==> src/rtl/io_bus_if.sv <==
// rtl/io_bus_if.sv - two-requester IO bus interface between requesters, arbiter and IO manager
interface io_bus_if #(
    parameter int ADDR_W = 6,
    parameter int DATA_W = 32
);
    logic              m0_req;
    logic              m0_we;
    logic [ADDR_W-1:0] m0_addr;
    logic [DATA_W-1:0] m0_wdata;
    logic              m0_gnt;
    logic              m0_ack;
    logic [DATA_W-1:0] m0_rdata;

    logic              m1_req;
    logic              m1_we;
    logic [ADDR_W-1:0] m1_addr;
    logic [DATA_W-1:0] m1_wdata;
    logic              m1_gnt;
    logic              m1_ack;
    logic [DATA_W-1:0] m1_rdata;

    logic              io_ce;
    logic              io_we;
    logic [ADDR_W-1:0] io_addr;
    logic [DATA_W-1:0] io_din;
    logic [DATA_W-1:0] io_dout;

    // arbiter side
    modport slave (
        input  m0_req, m0_we, m0_addr, m0_wdata,
        input  m1_req, m1_we, m1_addr, m1_wdata,
        input  io_dout,
        output m0_gnt, m0_ack, m0_rdata,
        output m1_gnt, m1_ack, m1_rdata,
        output io_ce, io_we, io_addr, io_din
    );

    // requesters and IO manager side
    modport master (
        output m0_req, m0_we, m0_addr, m0_wdata,
        output m1_req, m1_we, m1_addr, m1_wdata,
        output io_dout,
        input  m0_gnt, m0_ack, m0_rdata,
        input  m1_gnt, m1_ack, m1_rdata,
        input  io_ce, io_we, io_addr, io_din
    );
endinterface

==> src/rtl/io_bus_arbiter.sv <==
// rtl/io_bus_arbiter.sv - two-requester IO bus arbiter, IDLE/ISSUE/DONE sequencer; ARB_ROUND_ROBIN_EN selects round-robin tie-break
module io_bus_arbiter #(
    parameter int ADDR_W = 6,
    parameter int DATA_W = 32
) (
    input  logic     clk,
    input  logic     rst_n,
    io_bus_if.slave  bus,
    output logic     busy
);
    localparam logic [1:0] ST_IDLE  = 2'd0;
    localparam logic [1:0] ST_ISSUE = 2'd1;
    localparam logic [1:0] ST_DONE  = 2'd2;

    logic [1:0]        state_q, state_d;
    logic              last_gnt_q, last_gnt_d;   // 1 = m1 won last
    logic              win_q, win_d;             // owner of the access in flight, 1 = m1
    logic              we_q, we_d;
    logic [ADDR_W-1:0] addr_q, addr_d;
    logic [DATA_W-1:0] wdata_q, wdata_d;
    logic              m0_gnt_q, m0_gnt_d, m1_gnt_q, m1_gnt_d;
    logic              m0_ack_q, m0_ack_d, m1_ack_q, m1_ack_d;
    logic [DATA_W-1:0] m0_rdata_q, m0_rdata_d, m1_rdata_q, m1_rdata_d;

    logic any_req;
    logic pick_m1;

    // Choose the winner among the current requests
    always_comb begin
        any_req = bus.m0_req | bus.m1_req;
`ifdef ARB_ROUND_ROBIN_EN
        if (bus.m0_req && bus.m1_req) begin
            pick_m1 = ~last_gnt_q;
        end else begin
            pick_m1 = bus.m1_req;
        end
`else
        pick_m1 = bus.m1_req & ~bus.m0_req;
`endif
    end

    // Sequencer next-state: latch the winner in IDLE, capture read data leaving ISSUE, ack in DONE
    always_comb begin
        state_d    = state_q;
        last_gnt_d = last_gnt_q;
        win_d      = win_q;
        we_d       = we_q;
        addr_d     = addr_q;
        wdata_d    = wdata_q;
        m0_gnt_d   = 1'b0;
        m1_gnt_d   = 1'b0;
        m0_ack_d   = 1'b0;
        m1_ack_d   = 1'b0;
        m0_rdata_d = m0_rdata_q;
        m1_rdata_d = m1_rdata_q;
        case (state_q)
            ST_IDLE: begin
                if (any_req) begin
                    state_d    = ST_ISSUE;
                    win_d      = pick_m1;
                    last_gnt_d = pick_m1;
                    we_d       = pick_m1 ? bus.m1_we    : bus.m0_we;
                    addr_d     = pick_m1 ? bus.m1_addr  : bus.m0_addr;
                    wdata_d    = pick_m1 ? bus.m1_wdata : bus.m0_wdata;
                    m0_gnt_d   = ~pick_m1;
                    m1_gnt_d   = pick_m1;
                end
            end
            ST_ISSUE: begin
                state_d = ST_DONE;
                if (!we_q) begin
                    if (win_q) begin
                        m1_rdata_d = bus.io_dout;
                    end else begin
                        m0_rdata_d = bus.io_dout;
                    end
                end
                m0_ack_d = ~win_q;
                m1_ack_d = win_q;
            end
            ST_DONE: begin
                state_d = ST_IDLE;
            end
            default: begin
                state_d = ST_IDLE;
            end
        endcase
    end

    // State registers; reset aborts any access in flight
    always_ff @(posedge clk or negedge rst_n) begin
        if (!rst_n) begin
            state_q    <= ST_IDLE;
            last_gnt_q <= 1'b1;
            win_q      <= 1'b0;
            we_q       <= 1'b0;
            addr_q     <= '0;
            wdata_q    <= '0;
            m0_gnt_q   <= 1'b0;
            m1_gnt_q   <= 1'b0;
            m0_ack_q   <= 1'b0;
            m1_ack_q   <= 1'b0;
            m0_rdata_q <= '0;
            m1_rdata_q <= '0;
        end else begin
            state_q    <= state_d;
            last_gnt_q <= last_gnt_d;
            win_q      <= win_d;
            we_q       <= we_d;
            addr_q     <= addr_d;
            wdata_q    <= wdata_d;
            m0_gnt_q   <= m0_gnt_d;
            m1_gnt_q   <= m1_gnt_d;
            m0_ack_q   <= m0_ack_d;
            m1_ack_q   <= m1_ack_d;
            m0_rdata_q <= m0_rdata_d;
            m1_rdata_q <= m1_rdata_d;
        end
    end

    // Bus strobes only in ISSUE; address and data keep the latched values otherwise
    assign bus.io_ce    = (state_q == ST_ISSUE) & ~we_q;
    assign bus.io_we    = (state_q == ST_ISSUE) & we_q;
    assign bus.io_addr  = addr_q;
    assign bus.io_din   = wdata_q;
    assign bus.m0_gnt   = m0_gnt_q;
    assign bus.m1_gnt   = m1_gnt_q;
    assign bus.m0_ack   = m0_ack_q;
    assign bus.m1_ack   = m1_ack_q;
    assign bus.m0_rdata = m0_rdata_q;
    assign bus.m1_rdata = m1_rdata_q;
    assign busy         = (state_q != ST_IDLE);
endmodule

==> src/flat_wrapper.sv <==
// flat-port wrapper written by rule: the top's interface ports become plain ports
module io_bus_arbiter_flat 
#(
    parameter int ADDR_W = 6,
    parameter int DATA_W = 32
)
  (clk, rst_n, busy, bus_m0_req, bus_m0_we, bus_m0_addr, bus_m0_wdata, bus_m1_req, bus_m1_we, bus_m1_addr, bus_m1_wdata, bus_io_dout, bus_m0_gnt, bus_m0_ack, bus_m0_rdata, bus_m1_gnt, bus_m1_ack, bus_m1_rdata, bus_io_ce, bus_io_we, bus_io_addr, bus_io_din);
  io_bus_if #(.ADDR_W(ADDR_W), .DATA_W(DATA_W)) bus_i ();
  input  logic clk;
  input  logic rst_n;
  output logic busy;
  input wire logic [$bits(bus_i.m0_req)-1:0] bus_m0_req;
  input wire logic [$bits(bus_i.m0_we)-1:0] bus_m0_we;
  input wire logic [$bits(bus_i.m0_addr)-1:0] bus_m0_addr;
  input wire logic [$bits(bus_i.m0_wdata)-1:0] bus_m0_wdata;
  input wire logic [$bits(bus_i.m1_req)-1:0] bus_m1_req;
  input wire logic [$bits(bus_i.m1_we)-1:0] bus_m1_we;
  input wire logic [$bits(bus_i.m1_addr)-1:0] bus_m1_addr;
  input wire logic [$bits(bus_i.m1_wdata)-1:0] bus_m1_wdata;
  input wire logic [$bits(bus_i.io_dout)-1:0] bus_io_dout;
  output wire logic [$bits(bus_i.m0_gnt)-1:0] bus_m0_gnt;
  output wire logic [$bits(bus_i.m0_ack)-1:0] bus_m0_ack;
  output wire logic [$bits(bus_i.m0_rdata)-1:0] bus_m0_rdata;
  output wire logic [$bits(bus_i.m1_gnt)-1:0] bus_m1_gnt;
  output wire logic [$bits(bus_i.m1_ack)-1:0] bus_m1_ack;
  output wire logic [$bits(bus_i.m1_rdata)-1:0] bus_m1_rdata;
  output wire logic [$bits(bus_i.io_ce)-1:0] bus_io_ce;
  output wire logic [$bits(bus_i.io_we)-1:0] bus_io_we;
  output wire logic [$bits(bus_i.io_addr)-1:0] bus_io_addr;
  output wire logic [$bits(bus_i.io_din)-1:0] bus_io_din;
  assign bus_i.m0_req = bus_m0_req;
  assign bus_i.m0_we = bus_m0_we;
  assign bus_i.m0_addr = bus_m0_addr;
  assign bus_i.m0_wdata = bus_m0_wdata;
  assign bus_i.m1_req = bus_m1_req;
  assign bus_i.m1_we = bus_m1_we;
  assign bus_i.m1_addr = bus_m1_addr;
  assign bus_i.m1_wdata = bus_m1_wdata;
  assign bus_i.io_dout = bus_io_dout;
  assign bus_m0_gnt = bus_i.m0_gnt;
  assign bus_m0_ack = bus_i.m0_ack;
  assign bus_m0_rdata = bus_i.m0_rdata;
  assign bus_m1_gnt = bus_i.m1_gnt;
  assign bus_m1_ack = bus_i.m1_ack;
  assign bus_m1_rdata = bus_i.m1_rdata;
  assign bus_io_ce = bus_i.io_ce;
  assign bus_io_we = bus_i.io_we;
  assign bus_io_addr = bus_i.io_addr;
  assign bus_io_din = bus_i.io_din;
  io_bus_arbiter #(.ADDR_W(ADDR_W), .DATA_W(DATA_W)) u_core (.clk(clk), .rst_n(rst_n), .bus(bus_i), .busy(busy));
endmodule
==> config.mk <==
export PLATFORM = sky130hd
export DESIGN_NAME = io_bus_arbiter_flat
export DESIGN_NICKNAME = d
export VERILOG_FILES = /design/src/rtl/io_bus_if.sv /design/src/rtl/io_bus_arbiter.sv /design/src/flat_wrapper.sv
export SDC_FILE = /design/constraint.sdc
export NUM_CORES = 1
export LEC_CHECK = 0
export CORE_MARGIN = 1.5
export CORE_UTILIZATION = 37
export DETAILED_ROUTE_END_ITERATION = 7
export GPL_TIMING_DRIVEN = 0
export MAX_ROUTING_LAYER = met4
export PLACE_DENSITY = 0.75
export REMOVE_ABC_BUFFERS = 1
export SETUP_SLACK_MARGIN = 0.4
export SLEW_MARGIN = 20
export SYNTH_ARGS = -nofsm -noshare
export SYNTH_HDL_FRONTEND = slang
export SYNTH_SLANG_ARGS = --single-unit
==> constraint.sdc <==
create_clock -name clk -period 1.7 [get_ports clk]
set_clock_uncertainty 0.2 [all_clocks]
set_input_delay 0.17 -clock clk [delete_from_list [all_inputs] [get_ports clk]]
set_output_delay 0.17 -clock clk [all_outputs]
set_load 0.01 [all_outputs]
==> impl_metrics.toml, run 1 <==
[global_routing]
grt_pass1_vias = 3663
met1_usage_pct = 25.66
grt_antenna_before_repair = 0
grt.overflow.total = 0
grt.total_usage_pct = 22.20
grt_pass1_wl_um = 21160
busiest_layer = "met2"
use_met3_pct = 5.135
grt_util_met2_pct = 38.56
grt_max_degree = 58

[logic_synthesis]
yosysSeqAreaShare_pct = 59.80
yosysWarningCount = 0
yosysTopAreaCell = "dfrtp_1"
ys_types = 13
syn_inst = 282
ys_top_cells_by_area = "dfrtp_1 60%, mux2_2 34%, buf_6 1.7%"
synth-seq-cells = 110
synth_top_area_share_pct = 59.80
syn_area_um2 = 4603
synth.avg_cell_area_um2 = 16.32

[clock_network]
cts_buffer_depth = 2
clk_pin_slew_ps = 70
cts_tree = "done"
insertion_delay_ps = 340
htree_levels = 3
clockRootBuffer = "clkbuf_16"
cts_buffers = 9
clock-sinks = 110

[job]
maxCapViolCount = 0

[pwr]
p_int_mw = 9.499
power.share.switching_pct = 32.15
power_frac_seq_pct = 33.4
peakVddDrop_uv = 848.4
power_density_nw_per_um2 = 1823
p_comb_share_pct = 51.2
p_sw_mw = 4.500
p_leak_nw = 3.613
pwr-share-clk_pct = 15.4

[sta]
min_period_ps = 1792
slew_violations = 0
fmax_mhz = 558.1
period_share_pct = 105.4
finalSetupViolCount = 89
final.setup.worst_slack_ps = -91.68
hold_viol_final = 0
fin_setup_tns_ps = -4112
timing.hold.ws_ps = 130.0
tightest_slew_ps = 422.8
rsz0062_at_grt = "true"
relSlewSlack_pct = 71.82

[cells_and_area]
nFillCells = 924
stdcell_count = 719
drive_gt1_share_pct = 58.08
final_area_um2 = 7680
mostFrequentLayoutCells = "110 x clkdlybuf4s50_1, 110 x dfrtp_1, 108 x buf_2"
nets = 660
antenna_cells = 0
area_growth_pct = 66.84

[placed_design]
placed_cells = 664
placed_area_um2 = 7010
dp.final_hpwl_um = 8866
gp_congestion = 0.7241
io_buffers = 222

[setup_path]
criticalPathCategory = "register to register"
worstReg2RegStart = "u_core.state_q[1]"
reg2regPathDepth = 7
startpoint_type = "register"
crit_fanout = 8
rrSetupSlack_ps = -90
worst_setup_path_end_kind = "register"
required_ps = 1730
r2r-end = "u_core.bus.io_din[30]"
arrival_ps = 1820

[min_path]
hold_path_class = "input pin to async pin"

[outcome]
status = "finished with violations"
failed_checks = "negative setup slack"

[die]
rows = 40
core_um2 = 12060
die_w_um = 114.5
die_h_um = 114.5
die-area_um2 = 13120
ios = 223
initial_core_util_pct = 38.16

[routing]
initialDrtViolationCount = 142
drc = 0
wl_per_cell_um = 20.18
vias = 3405
drt-total-wl_um = 14510
drtPass1Iterations = 4
final_antenna_net_count = 0
viasPerCell = 4.736
per-stage QoR:
step,utilization [%],worst slack (ps),power (mW)
floorplan,-,-571.8,7.286
global placement,57.24,-3829,10.65
detailed placement,58.12,-489.7,10.94
CTS,61.79,-63.29,13.50
global route,63.67,-116.3,14.67
finish,63.67,-91.68,14.00
metal layers:
| metal | up-vias | part of all wire [%] |
|---|---|---|
| met4 | 0 | 1.2 |
| met5 | - | 0 |
| li1 | 1530 | - |
| met2 | 143 | 51 |
| met1 | 1719 | 41 |
| met3 | 13 | 7.2 |
state kept, by name (all words and copies together) (netlist names), 2 cells and up:
register             cells
u_core.bus.io_addr       6
u_core.bus.io_din       32
u_core.bus.m0_rdata     32
u_core.bus.m1_rdata     32
u_core.state_q           2
layout make-up:
class	count	area (um2)	share of cell area (%)
clock buffer	12	256.5	3.340
clock inverter	4	45.04	0.5865
inverter	2	10.01	0.1303
multi-input combinational	161	2127	27.70
sequential	110	2753	35.84
tap	168	210.2	2.737
timing repair buffer	262	2278	29.67
power by group through the flow:
stage               clock, mW  sequential (mW)  combinational (mW)
floorplan                   0             5.25                2.04
global placement            0             4.61                6.05
detailed placement          0             4.69                6.25
CTS                      2.18             4.64                6.68
global route             2.28             4.83                7.56
finish                   2.15             4.68                7.17
worst max-delay path, stage by stage (launching register included):
cell and delay [ps]:
dfrtp_1 400, buf_4 150, nor2_4 110, o21a_4 170, buf_12 110, buf_12 100
buf_16 130, mux2_4 310
what timing repair did:
item | 4_1_cts | 5_1_grt
hold endpoints to repair | 53 | 0
pin swaps | 2 | 3
buffers inserted | 25 | 2
hold buffers | 1 | 0
cloned | 9 | 2
gates resized for setup | 528 | 43
endpoints found under the setup margin | 212 | 166
synthesized netlist by cell type (all sizes together):
| cell | count |
|---|---|
| nor3 | 1 |
| a21oi | 1 |
| buf | 14 |
| and2 | 3 |
| o21a | 1 |
| dfrtp | 110 |
| inv | 2 |
| nor3b | 1 |
| nand2b | 2 |
| mux2 | 142 |
| nor2 | 5 |
worst max path at each step:
| stage | from | endpoint | slack (ps) | cells after the start |
|---|---|---|---|---|
| after floorplan | u_core.state_q[0] | u_core.bus.io_addr[0] | -570 | 3 |
| after global placement | rst_n | u_core.bus.io_addr[1] | -3830 | 1 |
| after detailed placement | bus_m0_req | u_core.bus.io_din[19] | -490 | 4 |
| after CTS | u_core.state_q[1] | u_core.bus.m1_rdata[25] | -60 | 5 |
| after global routing | u_core.state_q[1] | u_core.bus.io_addr[2] | -120 | 7 |
| final | u_core.state_q[1] | u_core.bus.io_din[30] | -90 | 7 |
logic make-up after synthesis:
group / share of synthesized area (%)
buffers and inverters: 3.017
flip-flops: 59.80
AO/OA/AOI/OAI: 0.2718
multiplexers: 34.74
AND/OR/NAND/NOR: 2.175
(Power assumes the default switching activity.)
==> run 2, diff against run 1 <==
--- a/config.mk
+++ b/config.mk
@@ -5,6 +5,7 @@
 export SDC_FILE = /design/constraint.sdc
 export NUM_CORES = 1
 export LEC_CHECK = 0
+export CAP_MARGIN = 20
 export CORE_MARGIN = 1.5
 export CORE_UTILIZATION = 37
 export DETAILED_ROUTE_END_ITERATION = 7
==> results of run 2 <==
The final DEF is identical to that of run 1; final timing and power are the same.
